File: src/rtl/frame_signature.sv
// Folds every video clock's {hsync, vsync, rrggbb} byte into a CRC-16-CCITT, latches it per frame,
// and compares frames against a captured reference signature.
module frame_signature #(
    parameter logic [15:0] CRC_INIT   = 16'hFFFF,
    parameter int          MISMATCH_W = 8
) (
    input  logic                  clk,
    input  logic                  reset_n,
    input  logic [5:0]            rrggbb,
    input  logic                  hsync,
    input  logic                  vsync,
    input  logic                  next_frame,
    input  logic                  arm,
    input  logic                  clear,
    output logic [15:0]           signature,
    output logic                  sig_valid,
    output logic                  sig_strobe,
    output logic [15:0]           frame_count,
    output logic [15:0]           ref_signature,
    output logic                  checking,
    output logic                  mismatch,
    output logic [MISMATCH_W-1:0] mismatch_count
);

    typedef enum logic [1:0] {IDLE, ARMED, CHECK} state_t;

    state_t      state;
    logic [15:0] crc;
    logic [15:0] crc_next;
    logic        synced;
    logic        complete;
    logic        mis_hit;

    // Poly 0x1021, MSB first; eight bit-steps unrolled into one cycle.
    function automatic logic [15:0] crc_byte(input logic [15:0] c, input logic [7:0] d);
        logic [15:0] r;
        r = c;
        for (int i = 7; i >= 0; i--) begin
            if (r[15] ^ d[i]) r = {r[14:0], 1'b0} ^ 16'h1021;
            else              r = {r[14:0], 1'b0};
        end
        return r;
    endfunction

    always_comb begin
        crc_next = crc_byte(crc, {hsync, vsync, rrggbb});
        complete = next_frame & synced;
        // arm takes priority: a frame ending with arm high is neither captured nor compared
        mis_hit  = (state == CHECK) && !arm && complete && (crc_next != ref_signature);
    end

    assign checking = (state == CHECK);

    always_ff @(posedge clk or negedge reset_n) begin
        if (!reset_n) begin
            crc            <= CRC_INIT;
            synced         <= 1'b0;
            state          <= IDLE;
            signature      <= '0;
            ref_signature  <= '0;
            sig_valid      <= 1'b0;
            sig_strobe     <= 1'b0;
            frame_count    <= '0;
            mismatch       <= 1'b0;
            mismatch_count <= '0;
        end else begin
            sig_strobe <= 1'b0;
            if (next_frame) begin
                crc    <= CRC_INIT;
                synced <= 1'b1;
            end else begin
                crc <= crc_next;
            end

            if (complete) begin
                signature   <= crc_next;
                sig_valid   <= 1'b1;
                sig_strobe  <= 1'b1;
                frame_count <= frame_count + 16'd1;
            end

            if (arm) begin
                state <= ARMED;
            end else if (complete && state == ARMED) begin
                ref_signature <= crc_next;
                state         <= CHECK;
            end

            if (clear) begin
                mismatch       <= 1'b0;
                mismatch_count <= '0;
            end else if (mis_hit) begin
                mismatch <= 1'b1;
                if (mismatch_count != {MISMATCH_W{1'b1}})
                    mismatch_count <= mismatch_count + 1'b1;
            end
        end
    end

endmodule

File: config.mk
export PLATFORM = sky130hd
export DESIGN_NAME = frame_signature
export DESIGN_NICKNAME = d
export VERILOG_FILES = /design/src/rtl/frame_signature.sv
export SDC_FILE = /design/constraint.sdc
export NUM_CORES = 1
export LEC_CHECK = 0
export ABC_CLOCK_PERIOD_IN_PS = 6400
export CORE_MARGIN = 2
export CORE_UTILIZATION = 55
export CTS_CLUSTER_SIZE = 28
export DETAILED_ROUTE_END_ITERATION = 10
export PLACE_DENSITY_LB_ADDON = 0.2
export SLEW_MARGIN = 15
export SYNTH_ARGS = -nofsm -noshare
export SYNTH_HDL_FRONTEND = slang
export SYNTH_SLANG_ARGS = --single-unit
File: constraint.sdc
create_clock -name clk -period 6.4 [get_ports clk]
set_input_delay 0.96 -clock clk [delete_from_list [all_inputs] [get_ports clk]]
set_output_delay 0.96 -clock clk [all_outputs]
set_load 0.02 [all_outputs]
==> flow_summary.yaml <==
clock_network:
  clk_path_buf_depth: 2
  hold_buffers: 0
  cts_tree: "built"
  cts-root-buf: "clkbuf_8"
  cts_resized: 0
  clk_latency_ns: 0.35
  cts.sinks: 78
  numCtsBuffers: 9
  post_cts_buffers: 0
  clkTransAtPathRegs_ns: 0.08
  htreeDepth: 3
min_path:
  whs_endpoint: "frame_count[15]"
  worstHoldPathCells: 1
  hp-class: "reg -> reg"
  min_from: "frame_count[15]"
worst_setup_path:
  rr_startpoint: "crc[8]"
  worstPathMaxFanout: 31
  required_ns: 6.63
  critPathKind: "in -> reg"
  cp.arrival_ns: 3.54
  r2r-end: "mismatch_count[4]"
  worst_setup_path_end_kind: "flip-flop"
  ff2ff_setup_slack_ns: 3.75
  start_kind: "input port"
  reg2regPathDepth: 7
die:
  initial_core_util_pct: 56.3
  die_w_um: 84.4
  die_y_um: 84.4
  placementRows: 29
  ios: 73
  core_area_um2: 6310
  die_area_um2: 7120
sta:
  fin_tns_setup_ns: 0
  fin_crit_ns: 3.31
  setup_viol: 0
  maxSlewViolCount: 0
  max_freq_ghz: 0.302
  rsz0062_at_grt: "false"
  fin_skew_ns: 0.00915
  postLayoutSetupSlackWorst_ns: 3.09
  slew_headroom_pct: 25.5
  fin_crit_sh_pct: 51.7
  hold_viol: 0
  worst_slew_pin_slew_ns: 1.11
detailed_routing:
  drt_iter0_markers: 138
  met3RoutedLength_um: 316
  drt-met1-wl_mm: 3.12
  routed_wl_mm: 7.01
  vias_per_cell: 5.32
  via_count: 2525
  wl_per_cell_um: 14.8
  met2_length_mm: 3.49
  dr.pass1.iters: 4
  antenna_left: 0
  drc: 0
  top_layer_used: "met4"
synth:
  syn_nets: 335
  post-synth-top-count-cell: "dfrtp_1"
  synth.yosys.seq_area_share_pct: 55.5
  ys.flop_type: "dfrtp_1"
  synth_area_um2: 3560
  syn_inst: 320
  synth_cell_types: 42
  synthArstFlopShare_pct: 100
  synth.avg_cell_area_um2: 11.1
  ys_ff_latch: 78
  yosysWarnings: 0
  yosysTopAreaCell: "dfrtp_1"
  synth_edf_count: 0
  synthTopCellsByArea: "dfrtp_1 (44%), dfstp_2 (12%), xnor2_1 (7.6%)"
  synth_common_cells: "dfrtp_1 (62), nand2_1 (44), xnor2_1 (31)"
  synth_top_area_share_pct: 43.6
power_and_ir_drop:
  vdd_drop_max_uv: 339
  fin_total_pwr_mw: 2.23
  p_leak_nw: 1.94
  p_sw_mw: 0.845
  p_int_mw: 1.38
  power_frac_seq_pct: 36.9
  power-per-cell-area_nw_per_um2: 490
  combPwrFrac_pct: 45.9
  switching_share_pct: 38.0
  p_clk_share_pct: 17.3
global_routing:
  grt_max_degree: 79
  antenna_found_initial: 0
  grt.overflow.total: 0
  grt_pass1_wl_mm: 12.0
  grt_util_all_layers_pct: 21.3
  grt_pass1_vias: 2519
placed_design:
  place.gp.congestion: 0.761
  place_area_um2: 4330
  portBuffers: 72
  post-place-ws_ns: 2.71
  hpwl_mm: 4.84
layout:
  n_antenna_cell: 0
  fillers: 472
  area_growth_pct: 27.7
  stdcell_area_um2: 4540
  nets: 408
  drive_gt1_share_pct: 10.6
run:
  cap_viol_max_count: 0
run_status:
  status: "finished, final reports clean"
## flip-flops by register name (all words and copies together), names as in the netlist
signal and flops:
crc 16, frame_count 16, ref_signature 16, signature 16, mismatch_count 8, state 2, mismatch 1, sig_strobe 1
sig_valid 1, synced 1
## stage by stage
stage / hold slack [ns] / std cells / utilization [%]
after floorplan: 0.437 / 320 / -
after global placement: 0.450 / 459 / 68.6
after detailed placement: 0.451 / 459 / 68.6
after CTS: 0.472 / 475 / 71.9
after global routing: 0.484 / 475 / 71.9
final: 0.469 / 475 / 71.9
## placed cells by master, fill, tap and decap left out, types with 2 or more instances in the layout
| cell | count |
|---|---|
| xnor3_1 | 4 |
| nor2_1 | 16 |
| clkdlybuf4s50_1 | 71 |
| nand2_1 | 44 |
| ha_1 | 2 |
| xnor2_4 | 2 |
| nor4_1 | 2 |
| mux2_1 | 4 |
| nand3_1 | 12 |
| a21oi_1 | 5 |
| mux2i_1 | 2 |
| o31ai_1 | 3 |
| buf_4 | 2 |
| xnor2_2 | 2 |
| inv_1 | 3 |
| xor2_1 | 13 |
| and3_1 | 5 |
| clkbuf_8 | 12 |
| nor3_1 | 5 |
| o21ai_0 | 6 |
| nand2b_1 | 18 |
| or4_1 | 4 |
| or2_2 | 2 |
| and2_1 | 2 |
| nor2b_1 | 4 |
| nand4_1 | 3 |
| o21ai_1 | 25 |
| dfstp_2 | 16 |
| xnor2_1 | 31 |
| dfrtp_1 | 62 |
## worst max-delay path, stage by stage
cell             delay (ns)
clkdlybuf4s50_1        0.83
nand2_1                0.17
inv_2                  0.18
nand3_1                0.78
mux2_1                 0.62
## final cells by class
cell class / instances / area (um2) / area share [%]
inverter: 4 / 15.0 / 0.331
clock inverter: 3 / 42.5 / 0.937
multi-input combinational: 227 / 1520 / 33.5
timing repair buffer: 73 / 726 / 16.0
clock buffer: 13 / 169 / 3.72
sequential: 78 / 1970 / 43.4
tap: 77 / 96.3 / 2.12
## power groups by stage
stage / sequential (mW) / clock, mW / combinational (mW)
after detailed placement: 0.830 / 0 / 1.03
after global placement: 0.824 / 0 / 1.01
after global routing: 0.848 / 0.419 / 1.11
final: 0.821 / 0.384 / 1.02
after CTS: 0.823 / 0.396 / 1.04
after floorplan: 0.950 / 0 / 0.515
## how the worst max path moves through the flow
stage	from	to	slack, ns
after floorplan	rrggbb[4]	mismatch_count[6]	3.37
after global placement	next_frame	ref_signature[0]	2.78
after detailed placement	next_frame	ref_signature[0]	2.71
after CTS	next_frame	ref_signature[0]	3.07
after global routing	next_frame	ref_signature[0]	2.84
final	next_frame	ref_signature[0]	3.09
## metal layers
layer,global-route usage (%),vias up
li1,-,1225
met1,28.8,1230
met2,34.3,62
met3,4.92,8
met4,6.93,0
met5,0,-
## logic make-up (layout without fill, tap and decap cells)
kind of cell | after synthesis | count (layout) | share of synthesized area [%]
xor+xnor | 52 | 52 | 15.8
compound gates | 44 | 44 | 6.90
flops | 78 | 78 | 55.5
simple gates | 123 | 123 | 17.5
mux | 6 | 6 | 1.83
buf+inv | 15 | 93 | 1.79
fa+ha+maj | 2 | 2 | 0.704
Note: power is estimated with default switching activity, not from simulation.
